### config.mk
export PLATFORM = sky130hd
export DESIGN_NAME = mul2x2_fitness_scorer
export DESIGN_NICKNAME = d
export VERILOG_FILES = /design/src/rtl/mul_fitness_pkg.sv /design/src/rtl/fit_popcount.sv /design/src/rtl/mul2x2_fitness_scorer.sv
export SDC_FILE = /design/constraint.sdc
export NUM_CORES = 1
export LEC_CHECK = 0
export ABC_AREA = 1
export BUFFER_PORTS_ARGS = -buffer_cell sky130_fd_sc_hd__buf_4
export CAP_MARGIN = 5
export CORE_UTILIZATION = 45
export CTS_BUF_LIST = sky130_fd_sc_hd__clkbuf_4 sky130_fd_sc_hd__clkbuf_8
export CTS_CLUSTER_SIZE = 14
export DETAILED_ROUTE_END_ITERATION = 10
export GPL_TIMING_DRIVEN = 0
export PLACE_DENSITY = 0.68
export SYNTH_ARGS = -nofsm -noshare
export SYNTH_HDL_FRONTEND = slang
export SYNTH_HIERARCHICAL = 1
export SYNTH_SLANG_ARGS = --single-unit
### constraint.sdc
create_clock -name clk -period 20.8 [get_ports clk]
set_clock_uncertainty 0.2 [all_clocks]
set_input_delay 1.04 -clock clk [delete_from_list [all_inputs] [get_ports clk]]
set_output_delay 1.04 -clock clk [all_outputs]
set_load 0.01 [all_outputs]
### src/rtl/mul_fitness_pkg.sv
// Shared types and the bit-sliced golden 2x2 product used by the fitness scorer.
// golden_slice is sized to FIT_LANES; the scorer's LANES parameter must match it.
package mul_fitness_pkg;

   localparam int PROD_BITS = 4;
   localparam int FIT_LANES = 16;

   typedef enum logic [1:0] {ACCUM, DRAIN, DONE} fit_state_e;

   // Bit-sliced 2x2 multiply: row k holds product bit k for every lane.
   function automatic logic [PROD_BITS-1:0][FIT_LANES-1:0] golden_slice(
      input logic [FIT_LANES-1:0] a1,
      input logic [FIT_LANES-1:0] a0,
      input logic [FIT_LANES-1:0] b1,
      input logic [FIT_LANES-1:0] b0
   );
      logic [PROD_BITS-1:0][FIT_LANES-1:0] p;
      logic [FIT_LANES-1:0]                all4;
      all4 = a0 & a1 & b0 & b1;
      p[0] = a0 & b0;
      p[1] = (a1 & b0) ^ (a0 & b1);
      p[2] = (a1 & b1) ^ all4;
      p[3] = all4;
      return p;
   endfunction

endpackage

### src/rtl/fit_popcount.sv
// Combinational population count of a W-bit vector.
module fit_popcount #(
   parameter  int W  = 4,
   localparam int CW = $clog2(W + 1)
) (
   input  logic [W-1:0]  vec,
   output logic [CW-1:0] count
);

   always_comb begin
      count = '0;
      for (int i = 0; i < W; i++) begin
         count = count + CW'(vec[i]);
      end
   end

endmodule

### src/rtl/mul2x2_fitness_scorer.sv
// Scores an evolved 2x2 multiplier candidate against the golden product over
// NUM_BEATS bit-sliced beats and hands one fitness result downstream.
module mul2x2_fitness_scorer
   import mul_fitness_pkg::*;
#(
   parameter  int LANES     = FIT_LANES,
   parameter  int NUM_BEATS = 4,
   localparam int SCORE_W   = $clog2(4 * LANES * NUM_BEATS + 1),
   localparam int LANE_W    = $clog2(LANES * NUM_BEATS + 1)
) (
   input  logic               clk,
   input  logic               rst,
   input  logic               clear,
   input  logic               in_valid,
   output logic               in_ready,
   input  logic [LANES-1:0]   a1,
   input  logic [LANES-1:0]   a0,
   input  logic [LANES-1:0]   b1,
   input  logic [LANES-1:0]   b0,
   input  logic [LANES-1:0]   y3,
   input  logic [LANES-1:0]   y2,
   input  logic [LANES-1:0]   y1,
   input  logic [LANES-1:0]   y0,
   output logic               out_valid,
   input  logic               out_ready,
   output logic [SCORE_W-1:0] score,
   output logic [LANE_W-1:0]  lane_score,
   output logic               perfect
);

   localparam int CNT_W   = (NUM_BEATS > 1) ? $clog2(NUM_BEATS) : 1;
   localparam int BIT_W   = PROD_BITS * LANES;
   localparam int BIT_CW  = $clog2(BIT_W + 1);
   localparam int LANE_CW = $clog2(LANES + 1);
   localparam int FULL    = PROD_BITS * LANES * NUM_BEATS;

   fit_state_e                          state;
   logic [CNT_W-1:0]                    beat_cnt;
   logic                                accept;
   logic                                last_beat;
   logic [PROD_BITS-1:0][LANES-1:0]     gold;
   logic [PROD_BITS-1:0][LANES-1:0]     y_bus;
   logic [PROD_BITS-1:0][LANES-1:0]     match_p1;
   logic                                vld_p1;
   logic                                last_p1;
   logic [LANES-1:0]                    lane_ok_p1;
   logic [BIT_CW-1:0]                   bit_hits;
   logic [LANE_CW-1:0]                  lane_hits;
   logic [SCORE_W-1:0]                  score_nxt;
   logic [LANE_W-1:0]                   lane_nxt;

   // Beats are refused during clear/rst and whenever an evaluation is draining or parked.
   assign in_ready  = !rst && !clear && (state == ACCUM);
   assign accept    = in_valid && in_ready;
   assign last_beat = (beat_cnt == CNT_W'(NUM_BEATS - 1));
   assign gold      = golden_slice(a1, a0, b1, b0);
   assign y_bus     = {y3, y2, y1, y0};

   // ---- stage 0 -> stage 1: per-bit match mask ----
   always_ff @(posedge clk) begin
      if (accept) begin
         match_p1 <= ~(y_bus ^ gold);
      end
   end

   always_ff @(posedge clk) begin
      if (rst || clear) begin
         vld_p1  <= 1'b0;
         last_p1 <= 1'b0;
      end else begin
         vld_p1  <= accept;
         last_p1 <= accept && last_beat;
      end
   end

   // ---- stage 1 -> stage 2: hit counting and accumulation ----
   assign lane_ok_p1 = match_p1[3] & match_p1[2] & match_p1[1] & match_p1[0];

   fit_popcount #(.W(BIT_W)) u_bit_pop (
      .vec   (match_p1),
      .count (bit_hits)
   );

   fit_popcount #(.W(LANES)) u_lane_pop (
      .vec   (lane_ok_p1),
      .count (lane_hits)
   );

   assign score_nxt = score + SCORE_W'(bit_hits);
   assign lane_nxt  = lane_score + LANE_W'(lane_hits);

   // The accumulators double as the registered result outputs.
   always_ff @(posedge clk) begin
      if (rst || clear) begin
         state      <= ACCUM;
         beat_cnt   <= '0;
         score      <= '0;
         lane_score <= '0;
         perfect    <= 1'b0;
         out_valid  <= 1'b0;
      end else begin
         if (vld_p1) begin
            score      <= score_nxt;
            lane_score <= lane_nxt;
            perfect    <= (score_nxt == SCORE_W'(FULL));
         end
         case (state)
            ACCUM: begin
               if (accept) begin
                  if (last_beat) begin
                     beat_cnt <= '0;
                     state    <= DRAIN;
                  end else begin
                     beat_cnt <= beat_cnt + 1'b1;
                  end
               end
            end
            DRAIN: begin
               if (vld_p1 && last_p1) begin
                  state     <= DONE;
                  out_valid <= 1'b1;
               end
            end
            DONE: begin
               if (out_ready) begin
                  state      <= ACCUM;
                  out_valid  <= 1'b0;
                  score      <= '0;
                  lane_score <= '0;
                  perfect    <= 1'b0;
               end
            end
            default: state <= ACCUM;
         endcase
      end
   end

endmodule
# Word-level counts from Yosys, hierarchy flattened
# Index checks and enable logic that the tools add are counted.
[word_totals] regBits=88 in_bits=133 output_inout_bits=19 wordCells=146
[classes] n_addsub=81 eq_ne=8 muxes=18 n_bitwise=14 n_reduce_logical=13
[op_table] operator="7-bit by 1-bit adder with 7-bit output" count=62
[op_table] operator="16-bit AND" count=10
[op_table] operator="5-bit by 1-bit adder with 5-bit output" count=14
[op_table] operator="64-bit NOT" count=1
[op_table] operator="64-bit XOR" count=1
[op_table] operator="16-bit XOR" count=2
[op_table] operator="9-bit two-way mux" count=3
[op_table] operator="7-bit two-way mux" count=3
[op_table] operator="2-bit two-way mux" count=5
[op_table] operator="9-bit by 7-bit adder with 9-bit output" count=1
[op_table] operator="9-bit equality test (second input constant)" count=1
[op_table] operator="2-bit != test (second input constant)" count=4
[op_table] operator="7-bit by 5-bit adder with 7-bit output" count=1
[op_table] operator="2-bit case mux with 3 select lines" count=1
[op_table] operator="1-bit logical AND" count=5
[op_table] operator="1-bit two-way mux" count=5
[op_table] operator="1-bit by 1-bit adder with 2-bit output" count=2
[op_table] operator="2-bit equality test (second input constant)" count=2
[op_table] operator="4-bit AND reduction" count=1
[op_table] operator="3-bit AND reduction" count=1
[op_table] operator="2-bit by 1-bit adder with 2-bit output (second input constant)" count=1
[op_table] operator="2-bit by 1-bit equality test with 1-bit output (second input constant)" count=1
[op_table] operator="1-bit logical NOT" count=2
[op_table] operator="2-bit logical NOT" count=1
[op_table] operator="other kinds (4)" count=4

# Longest topological paths before layout
[logic_depth] depth_word=68 ltp_mapped=33

# Hierarchy
# Netlist, hierarchy kept.
[modules_own_cells] mod="mul2x2_fitness_scorer" instances=1 cells_per_inst=494 area_per_inst_um2=4631.9
[modules_own_cells] mod="fit_popcount at u_bit_pop" instances=1 cells_per_inst=179 area_per_inst_um2=1707.9
[modules_own_cells] mod="fit_popcount at u_lane_pop" instances=1 cells_per_inst=56 area_per_inst_um2=429.2

# Worst setup path after synthesis
# Ideal clock, no wire load.
[synth_timing] kind="flip-flop to flip-flop" start="register match_p1[53] (netlist name)" end="register perfect" arrival_ns=6.403 required_time_ns=20.530 path_slack_ns=14.127 path_stages_with_launch=29 path_buffers=0 cell_sequence="edfxtp_1 fa_1 inv_1 fa_1 inv_1 fa_1 inv_1 fa_1 inv_1 fa_1 inv_1 fa_1 fa_1 fa_1 inv_1 ha_1 fa_1 nand3_1 nand2_1 nand2_1 a21oi_1 ha_1 nand2_1 inv_1 a21boi_0 a21oi_1 nor2_1 nand3_1 a21oi_1"
[synth_via] elab_chain_len=16
[synth_lines] element="start: declaration" line="mul2x2_fitness_scorer.sv:43" source="logic [PROD_BITS-1:0][LANES-1:0] match_p1;"
[synth_lines] element="start signal: assignment" line="mul2x2_fitness_scorer.sv:62" source="match_p1 <= ~(y_bus ^ gold);"
[synth_lines] element="7-bit by 1-bit adder with 7-bit output (*) (11 in series)" line="fit_popcount.sv:13" source="count = count + CW'(vec[i]);"
[synth_lines] element="via bit_hits[6]" line="mul2x2_fitness_scorer.sv:47" source="logic [BIT_CW-1:0] bit_hits;"
[synth_lines] element="9-bit by 7-bit adder with 9-bit output (*)" line="mul2x2_fitness_scorer.sv:89" source="assign score_nxt = score + SCORE_W'(bit_hits);"
[synth_lines] element="9-bit equality test (*)" line="mul2x2_fitness_scorer.sv:105" source="perfect <= (score_nxt == SCORE_W'(FULL));"
[synth_lines] element="1-bit two-way mux (*)" line="mul2x2_fitness_scorer.sv:102" source="if (vld_p1) begin"
[synth_lines] element="1-bit two-way mux" line="mul2x2_fitness_scorer.sv:125" source="if (out_ready) begin"
[synth_lines] element="1-bit two-way mux (*)" line="mul2x2_fitness_scorer.sv:107" source="case (state)"
[synth_lines] element="end signal: assignment" line="mul2x2_fitness_scorer.sv:105"
[synth_lines] element="end: declaration" line="mul2x2_fitness_scorer.sv:28" source="output logic perfect"
# The timed path passes the listed nets; every way through them passes the cells marked *.
# A chain may end at the register's enable or synchronous reset.

# Worst setup path after layout
# Ends and elaborated chain as after synthesis.

==> impl_metrics.toml <==
[drt]
vias_per_cell = 4.56
drtPass1Iterations = 4
wirelength_mm = 12.5
vias = 4934
routedWlPerCell_um = 11.5
first_iter_violations = 191
ant_nets = 0
drc_errors = 0

[setup_path]
cp-start-kind = "flip-flop"
critical-path-top-cell-by-count = "fa_1"
worst_ep_arrival_time_ns = 7.21
cp-end-kind = "flip-flop"
cp_max_fo = 5
path_class = "flip-flop to flip-flop"
cpPeakStageDelay_ns = 0.56
cp_slowest_cell = "fa_1"
critPathRequiredTime_ns = 20.91

[global_routing]
antenna_found_initial = 0
grt_pass1_vias = 4975
grt_usage_pct = 17.5
grt_max_degree = 23
grt_pass1_wl_mm = 21.5
grt_overflow_total = 0

[clocking]
ctsHoldBuffers = 0
clkSinkCount = 88
htreeDepth = 3
cts_buffer_depth = 2
cts_tree = "built"
root_buffer = "clkbuf_8"
clk_pin_slew_ns = 0.09
cts_resized = 0
cts_setup_buffers = 0
clock_latency_ns = 0.37
numCtsBuffers = 9

[logic_synthesis]
yosysUniqueCellTypes = 31
avgSynthCellArea_um2 = 9.29
synth.largest_area_cell = "edfxtp_1"
synth_seq_area_share_pct = 35.5
synth_top_area_share_pct = 28.4
yosysWarnings = 6
synth_area_leaders = "edfxtp_1 28%, fa_1 20%, inv_1 8.3%"
syn_area_mm2 = 0.00677
synth_nets = 961
ys_seq_elements = 88
synthCells = 729

[timing]
period_needed_ns = 7.10
hold_viol = 0
tightest_slew_ns = 0.886
finalSetupTns_ns = 0
grt_setup_unrepaired = "false"
slew_headroom_pct = 40.9
slew_violations = 0
fmax_mhz = 141
setup_violations = 0
finalCritPeriodShare_pct = 34.1

[outcome]
status = "completed"

[floorplan]
placementRows = 44
die_w_um = 125
die_h_um = 125
start_util_pct = 46.4
boundaryPins = 152
coreArea_mm2 = 0.0146
fp.dieArea_mm2 = 0.0155

[cells_and_area]
final_common_cell = "buf_4"
drive_above_1_share_pct = 19.6
synthToLayoutAreaGrowth_pct = 23.5
layout_common_cells = "151 x buf_4, 149 x inv_1, 133 x nand2_1"
diodes = 0
fin_nets = 1126

[hold_path]
hold_path_class = "flip-flop to flip-flop"

[placement]
place_congestion = 0.831
io_buffers = 151
dp_hpwl_mm = 10.9

[job]
maxCapViolCount = 0
-- synth_stat cells, drive strengths merged --
library cell	instances
inv	150
nand2	133
nor2	80
fa	66
edfxtp	64
xor2	36
xnor2	35
ha	33
o21ai	26
dfxtp	24
nand3	24
a21oi	17
a22o	16
nand4	4
nor3	4
clkbuf	3
or2	3
buf	2
nor3b	2
o211ai	2
a21boi	1
a31oi	1
o211a	1
o21a	1
o22ai	1
-- registers in the layout, summed over array words and instances (netlist names) --
signal      cells
vld_p1          1
perfect         1
score           9
match_p1       64
out_valid       1
state           2
lane_score      7
last_p1         1
beat_cnt        2
-- routing by layer --
layer | GRT usage (%) | up-vias | wire length [um]
met3 | 4.21 | 14 | 602
met2 | 32.0 | 111 | 6320
met1 | 20.2 | 2212 | 5340
li1 | - | 2597 | -
met4 | 4.54 | 0 | 189
met5 | 0 | - | 0
-- final timing paths --
kind,from,endpoint,slack [ns],depth (start not counted)
max,match_p1[53],perfect,13.70,28
min,lane_score[6],lane_score[6],0.27,2
max reg2reg,match_p1[53],perfect,13.70,28
min reg2reg,lane_score[6],lane_score[6],0.27,2
-- worst max-delay path: cells and delay by family (launching register included) --
family | cells | cell delay, ns
buf+inv | 7 | 0.36
fa+ha+maj | 11 | 4.95
compound gates | 4 | 0.51
simple gates | 6 | 0.59
flops | 1 | 0.44
-- final cells by class --
type	count	area (um^2)
fill	1288	6230
multi-input combinational	486	3780
sequential	88	2400
timing repair buffer	154	1190
inverter	150	563
tap	184	230
clock buffer	9	124
clock inverter	6	45.0
buffer	5	27.5
-- metrics by stage --
step	cell area (um^2)	util [%]	hold slack [ns]	worst slack [ns]	instances
after detailed placement	8190	56.1	0.259	13.68	1067
final	8360	57.3	0.272	13.70	1082
after global placement	8130	55.7	0.253	13.79	1064
after global routing	8360	57.3	0.294	13.32	1082
after CTS	8360	57.3	0.273	13.66	1082
after floorplan	6770	-	0.278	14.13	729
-- cell families after synthesis --
kind of cell / Yosys count / synth area share (%)
and+or+nand+nor: 250 / 15.0
buffers and inverters: 155 / 8.72
adders and majority gates: 99 / 25.6
DFF: 88 / 35.5
xor gates and xnor gates: 71 / 9.19
AOI/OAI and AO/OA: 66 / 6.03
Power is left out: the tool's default activity adds up to more than one toggle a clock period on the data nets, which glitch-free logic cannot reach.
